$ cat src/rtl/usr_ctrl_pkg.sv
// Shared types and constants for the universal shift register controller.
// Optional feature macro: USR_CTRL_ROTATE_EN (enables op 11 rotate right).
package usr_ctrl_pkg;

  // Command opcodes carried on cmd_op.
  typedef enum logic [1:0] {
    OP_LOAD = 2'b00,
    OP_SHR  = 2'b01,
    OP_SHL  = 2'b10,
    OP_ROR  = 2'b11
  } op_e;

  // Controller states; StErr is only reachable when rotate is compiled out.
  typedef enum logic [2:0] {
    StIdle,
    StLoad,
    StShift,
    StDone,
    StErr
  } state_e;

  // Datapath mode select encoding.
  localparam logic [1:0] ModeHold  = 2'b00;
  localparam logic [1:0] ModeRight = 2'b01;
  localparam logic [1:0] ModeLeft  = 2'b10;
  localparam logic [1:0] ModeLoad  = 2'b11;

endpackage

$ cat src/rtl/usr_datapath.sv
// WIDTH-bit universal register: hold, shift right, shift left, parallel load.
// Optional feature macro: USR_CTRL_ROTATE_EN (handled by the controller, not here).
module usr_datapath
  import usr_ctrl_pkg::*;
#(
  parameter int unsigned WIDTH = 4
) (
  input  logic             clk,
  input  logic             clear,
  input  logic [1:0]       mode,
  input  logic [WIDTH-1:0] par_in,
  input  logic             msb_in,
  input  logic             lsb_in,
  output logic [WIDTH-1:0] q
);

  logic [WIDTH-1:0] q_q;

  // Register update selected by mode; synchronous clear wins.
  always_ff @(posedge clk) begin
    if (clear) begin
      q_q <= '0;
    end else begin
      case (mode)
        ModeRight: q_q <= {msb_in, q_q[WIDTH-1:1]};
        ModeLeft:  q_q <= {q_q[WIDTH-2:0], lsb_in};
        ModeLoad:  q_q <= par_in;
        default:   q_q <= q_q;
      endcase
    end
  end

  assign q = q_q;

endmodule

$ cat src/rtl/usr_shift_ctrl.sv
// Command sequencer for a universal shift register (load / shr / shl / ror).
// Optional feature macro: USR_CTRL_ROTATE_EN. When undefined, op 11 is accepted
// but rejected with a one-cycle err pulse and no register change.
module usr_shift_ctrl
  import usr_ctrl_pkg::*;
#(
  parameter int unsigned WIDTH = 4,
  parameter int unsigned CNT_W = 3
) (
  input  logic             clk,
  input  logic             clear,
  input  logic             cmd_valid,
  output logic             cmd_ready,
  input  logic [1:0]       cmd_op,
  input  logic [CNT_W-1:0] cmd_count,
  input  logic [WIDTH-1:0] cmd_data,
  input  logic             ser_in,
  output logic             ser_out,
  output logic             ser_out_valid,
  output logic [WIDTH-1:0] q,
  output logic             busy,
  output logic             done,
  output logic             err
);

  state_e           state_q;
  op_e              op_q;
  logic [CNT_W-1:0] cnt_q;
  logic [WIDTH-1:0] data_q;
  logic             done_q;
  logic             err_q;
  logic             busy_q;

  logic [1:0]       mode;
  logic             msb_in;
  logic             lsb_in;
  logic             accept;

  // Ready is forced low while clear is asserted so nothing is accepted in a reset cycle.
  assign cmd_ready = (state_q == StIdle) && !clear;
  assign accept    = cmd_valid && cmd_ready;

  // Controller FSM with captured command fields and registered status outputs.
  always_ff @(posedge clk) begin
    if (clear) begin
      state_q <= StIdle;
      op_q    <= OP_LOAD;
      cnt_q   <= '0;
      data_q  <= '0;
      done_q  <= 1'b0;
      err_q   <= 1'b0;
      busy_q  <= 1'b0;
    end else begin
      done_q <= 1'b0;
      err_q  <= 1'b0;
      case (state_q)
        StIdle: begin
          if (accept) begin
            op_q   <= op_e'(cmd_op);
            cnt_q  <= cmd_count;
            data_q <= cmd_data;
            busy_q <= 1'b1;
            if (cmd_op == OP_LOAD) begin
              state_q <= StLoad;
`ifndef USR_CTRL_ROTATE_EN
            end else if (cmd_op == OP_ROR) begin
              state_q <= StErr;
              err_q   <= 1'b1;
`endif
            end else if (cmd_count == '0) begin
              state_q <= StDone;
              done_q  <= 1'b1;
            end else begin
              state_q <= StShift;
            end
          end
        end
        StLoad: begin
          state_q <= StDone;
          done_q  <= 1'b1;
        end
        StShift: begin
          cnt_q <= cnt_q - CNT_W'(1);
          if (cnt_q == CNT_W'(1)) begin
            state_q <= StDone;
            done_q  <= 1'b1;
          end
        end
        StDone, StErr: begin
          state_q <= StIdle;
          busy_q  <= 1'b0;
        end
        default: begin
          state_q <= StIdle;
          busy_q  <= 1'b0;
        end
      endcase
    end
  end

  // Datapath steering and serial output, decoded from state, captured op and q.
  always_comb begin
    mode          = ModeHold;
    msb_in        = ser_in;
    lsb_in        = ser_in;
    ser_out       = 1'b0;
    ser_out_valid = 1'b0;
    case (state_q)
      StLoad: mode = ModeLoad;
      StShift: begin
        ser_out_valid = 1'b1;
        case (op_q)
          OP_SHL: begin
            mode    = ModeLeft;
            ser_out = q[WIDTH-1];
          end
          OP_ROR: begin
            mode    = ModeRight;
            msb_in  = q[0];
            ser_out = q[0];
          end
          default: begin
            mode    = ModeRight;
            ser_out = q[0];
          end
        endcase
      end
      default: mode = ModeHold;
    endcase
  end

  assign busy = busy_q;
  assign done = done_q;
  assign err  = err_q;

  usr_datapath #(
    .WIDTH(WIDTH)
  ) u_datapath (
    .clk   (clk),
    .clear (clear),
    .mode  (mode),
    .par_in(data_q),
    .msb_in(msb_in),
    .lsb_in(lsb_in),
    .q     (q)
  );

endmodule

$ cat config.mk
export PLATFORM = sky130hd
export DESIGN_NAME = usr_shift_ctrl
export DESIGN_NICKNAME = d
export VERILOG_FILES = /design/src/rtl/usr_ctrl_pkg.sv /design/src/rtl/usr_datapath.sv /design/src/rtl/usr_shift_ctrl.sv
export SDC_FILE = /design/constraint.sdc
export NUM_CORES = 1
export LEC_CHECK = 0
export CORE_ASPECT_RATIO = 1.25
export CORE_UTILIZATION = 49
export CTS_CLUSTER_SIZE = 30
export DETAILED_ROUTE_END_ITERATION = 12
export GPL_TIMING_DRIVEN = 0
export HOLD_SLACK_MARGIN = 0.05
export PLACE_DENSITY = 0.74
export SYNTH_ARGS = -nofsm -noshare
export SYNTH_HDL_FRONTEND = slang
export SYNTH_SLANG_ARGS = --single-unit
$ cat constraint.sdc
create_clock -name clk -period 1.7 [get_ports clk]
set_clock_uncertainty 0.2 [all_clocks]
set_input_delay 0.255 -clock clk [delete_from_list [all_inputs] [get_ports clk]]
set_output_delay 0.255 -clock clk [all_outputs]
set_load 0.1 [all_outputs]
Word-level counts from Yosys, hierarchy flattened
Cells that the tools add are included.
{"block": "op_classes", "add_sub_neg": 1, "eq_ne": 11, "n_mux": 25, "n_bitwise": 3, "n_reduce_logical": 14}
{"cell": "$mux 3", "count": 5}
{"cell": "$mux 1", "count": 13}
{"cell": "$pmux 4 s3", "count": 1}
{"cell": "$eq 2x2->1 const B", "count": 5}
{"cell": "$pmux 3 s3", "count": 1}
{"cell": "$reduce_and 2->1", "count": 4}
{"cell": "$eq 3x1->1 const B", "count": 2}
{"cell": "$logic_not 3->1", "count": 2}
{"cell": "$pmux 3 s2", "count": 1}
{"cell": "$ne 2x2->1 const B", "count": 2}
{"cell": "$pmux 2 s2", "count": 1}
{"cell": "$reduce_or 4->1", "count": 1}
{"cell": "$eq 3x2->1 const B", "count": 1}
{"cell": "$not 1->1", "count": 3}
{"cell": "$pmux 1 s3", "count": 1}
{"cell": "$reduce_bool 3->1", "count": 1}
{"cell": "$sub 3x1->3 const B", "count": 1}
{"cell": "$eq 2x1->1 const B", "count": 1}
{"cell": "$logic_and 1x1->1", "count": 2}
{"cell": "$logic_not 2->1", "count": 1}
{"cell": "$mux 2", "count": 1}
{"cell": "$pmux 1 s2", "count": 1}
{"cell": "$reduce_bool 2->1", "count": 1}
{"cell": "$reduce_or 2->1", "count": 1}
{"cell": "$logic_not 1->1", "count": 1}
{"block": "word_totals", "regBits": 19, "in_bits": 13}

Depth between registers and ports, before layout
{"block": "depth", "depth_word": 6, "depth_mapped": 6, "ltp_nobuf": 5}

Modules after synthesis
Synthesis repeated with hierarchy kept, for this count alone.
{"block": "unflattened", "hier_cells": 104, "area_unflattened_um2": 1059.8}
{"module": "usr_shift_ctrl", "instances": 1, "cells_each": 92, "area_per_inst_um2": 864.6, "seq_area_each_um2": 300.3}
{"module": "usr_datapath", "instances": 1, "cells_each": 12, "area_per_inst_um2": 195.2, "seq_area_each_um2": 80.1}

Least setup slack after synthesis
Ideal clock, no wire load.
{"block": "synth_timing", "path_type": "register to output", "from": "reg state_q[2]", "to": "out ser_out", "t_arrival_ns": 3.415, "setup_slack_ns": -2.170, "path_stages_with_launch": 5, "n_path_buf": 2, "path_cell_list": "dfxtp_1 > buf_6 > nor3b_1 > buf_2 > a21boi_0"}
{"block": "synth_via", "elab_chain_cells": 2}
{"item": "start, declared", "line": "usr_shift_ctrl.sv:26", "rtl": "state_e state_q;"}
{"item": "start signal, assigned", "line": "usr_shift_ctrl.sv:46", "rtl": "state_q <= StIdle;"}
{"item": "start signal, assigned", "line": "usr_shift_ctrl.sv:64", "rtl": "state_q <= StLoad;"}
{"item": "start signal, assigned", "line": "usr_shift_ctrl.sv:67", "rtl": "state_q <= StErr;"}
{"item": "$eq 3x2->1", "line": "usr_shift_ctrl.sv:108", "rtl": "case (state_q)"}
{"item": "$mux 1", "line": "usr_shift_ctrl.sv:108"}
{"item": "end, declared", "line": "usr_shift_ctrl.sv:18", "rtl": "output logic ser_out,"}
No other way between the ends.

Worst setup path in the final report
Same ends and word-level chain as after synthesis.

==> out/summary.txt <==
Status: complete, but fails checks
Failing checks: DRC, setup timing
Critical path depth in cells: 4
Hold Crit Class: in2reg
Core box area: 2000 sq um
I/O pins: 23
Die W: 43.5 um
Cell Pwr Density: 911 nW/um^2
Worst r2r path cells: 7
Share of layout cells above drive strength 1: 0.340
Routability cong.: 0.793
Worst hold path stage count: 2
Initial Utilization: 0.526
CTS Buffer Depth: 2
Row cnt: 18
Total CTS buffers: 3
Port Buf Inserts: 22
Mapped Area: 1050 sq um
Ys Warns: 0
Final period util: 1.12
Worst-Skew Late Latency: 310 ps
Max-slew headroom: 0.638
Slowest CP cell: dfxtp_4
Post-synth ARST share: 0
Number of detailed-route iterations in the first pass: 8
Initial DRC count: 21
Synthesized Nets: 140
Largest cells by area after synthesis: dfxtp_1 (36%), nand2_1 (6.4%), a21oi_1 (6.2%)
Unrepaired setup endpoints after global routing: true
CP Launch Type: register
Ant. Diodes: 0
Worst path cell trace: nor3b_4, buf_6, a21boi_4, buf_12
Final setup viols: 6
Leak pwr: 0.652 nW
Filler cells: 167
Slew @ Worst Pin: 545 ps
Min Tclk post-route: 1900 ps
Worst Path Max Fanout: 4
Dpl hpwl: 1790 um
Overflow after GRT: 0
TritonCTS clock tree: yes
Maximum VDD drop: 657 uV
Sequential area share after synthesis: 0.361
Gr usage total: 0.227
Post-synth top area cell: dfxtp_1
# H-tree levels: 1
Power Total: 1.39 mW
Max-Cap Viols: 0
Via/cell ratio: 5.64
Crit path kind: reg2out
EDFF count, synth: 0
Nets: 178
Utilization after layout: 0.759
Largest net degree at the start of global routing: 12
Pins Over Slew Limit: 0
Antenna Nets Post-Route: 0
Initial antenna violation count: 0
Synth Flop Type: dfxtp_1
Syn Area/Cell: 8.64 sq um
Vias in the first global route: 918
Clk sink count: 19
Die Ht: 53.8 um
Yosys reg bits: 19
Final Hold Viols: 0
DRC violations left: 2
Die Area: 2340 sq um
Area taken by multi-input logic gates: 666 sq um
Routed wire length: 2750 um
Maximum clock rate: 527 MHz
Root Driver: clkbuf_4
Detailed-route via count: 1009
Area share of the largest cell type after synthesis: 0.361
First-pass GRT wire length: 3930 um
Avg WL per Cell: 15.4 um
Yosys cell types: 35
Worst EP required: 1240 ps
Layout area overhead: 44.4%
Data arrival, critical path: 1440 ps
Post-synthesis cell count: 122
Top cell family by delay on the critical path: flip-flops
Register area: 394 sq um
Clock transition at the registers of the reported paths: 110 ps
CTS Hold Buffers Added: 0
Buf/Inv on CP: 2
Final Worst Setup Slack: -196 ps
Crit path largest cell delay: 390 ps
Critical path capture point type: primary output
-- cells in the final DEF, fill, tap and decap left out, types with 4 or more instances in the layout --
cell,n
a21oi_1,12
buf_2,4
buf_4,9
buf_6,5
clkbuf_4,4
clkdlybuf4s50_1,11
dfxtp_1,12
dfxtp_2,5
ha_1,5
inv_1,6
nand2_1,15
nand3b_1,7
nor2_1,7
-- cell usage after synthesis, types with 2 or more instances --
cell	n
ha_1	5
mux2_2	3
or3_1	2
and2b_1	3
nand3b_1	7
a2bb2oi_1	3
nor2b_1	3
nand2b_1	3
inv_1	6
nor3b_1	3
dfxtp_1	19
a22oi_1	2
o21ai_0	3
nand2_1	18
buf_6	3
a21oi_1	13
nor2_1	7
buf_2	2
-- worst register-to-register path: stages (launching register included) --
cell	delay, ps
dfxtp_4	390
buf_6	120
nor4_4	300
buf_4	190
and2_4	180
buf_8	120
a22oi_2	50
a21oi_2	130
-- layout make-up --
class	count	area share
multi-input combinational	91	0.437
inverter	6	0.0148
buffer	5	0.0321
tap	20	0.0164
clock inverter	1	0.00329
sequential	19	0.259
clock buffer	3	0.0148
timing repair buffer	34	0.222
-- path summary, 6_finish.rpt --
path / start / to / slack [ps]
hold / removal: clear / cnt_q[1] / 260
hold reg to reg: busy / busy / 290
setup / recovery: state_q[2] / ser_out / -200
setup reg to reg: state_q[2] / cnt_q[0] / -40
-- sequential cells by signal, indices dropped and copies added (netlist names) --
name,cells
u_datapath.q,4
op_q,2
cnt_q,3
done,1
state_q,3
data_q,4
err,1
busy,1
-- what timing repair did --
| item | CTS | global route |
|---|---|---|
| gates cloned | 0 | 1 |
| gates resized for setup | 58 | 16 |
| pin swaps | 2 | 8 |
| setup buffers | 6 | 5 |
| setup endpoints to repair | 15 | 9 |
-- through the flow --
stage	worst slack [ps]	instances	area (sq um)	setup TNS (ps)	hold WS (ps)
floorplan	-726	122	1080	-9190	131
global placement	-1200	164	1330	-8260	253
detailed placement	-1200	164	1330	-8590	265
CTS	-186	173	1420	-233	257
global route	-247	179	1520	-1190	283
finish	-196	179	1520	-540	257
-- layer usage --
metal,vias to the layer above,part of all wire,GRT usage
li1,503,-,-
met1,485,0.41,0.261
met2,19,0.55,0.427
met3,2,0.023,0.0336
met4,0,0.0076,0.0781
met5,-,0,0
-- cell families after synthesis --
family	Yosys count	share of synthesized area
and+or+nand+nor	54	0.300
DFF	19	0.361
muxes	3	0.0321
adders and majority gates	5	0.0594
AOI/OAI and AO/OA	29	0.181
buffers and inverters	12	0.0665
-- power breakdown --
| part | internal, mW | switching [mW] |
|---|---|---|
| clock | 0.0880 | 0.152 |
| sequential | 0.497 | 0.0489 |
| combinational | 0.248 | 0.353 |
| total | 0.833 | 0.554 |
Note: power is estimated with default switching activity, not from simulation.
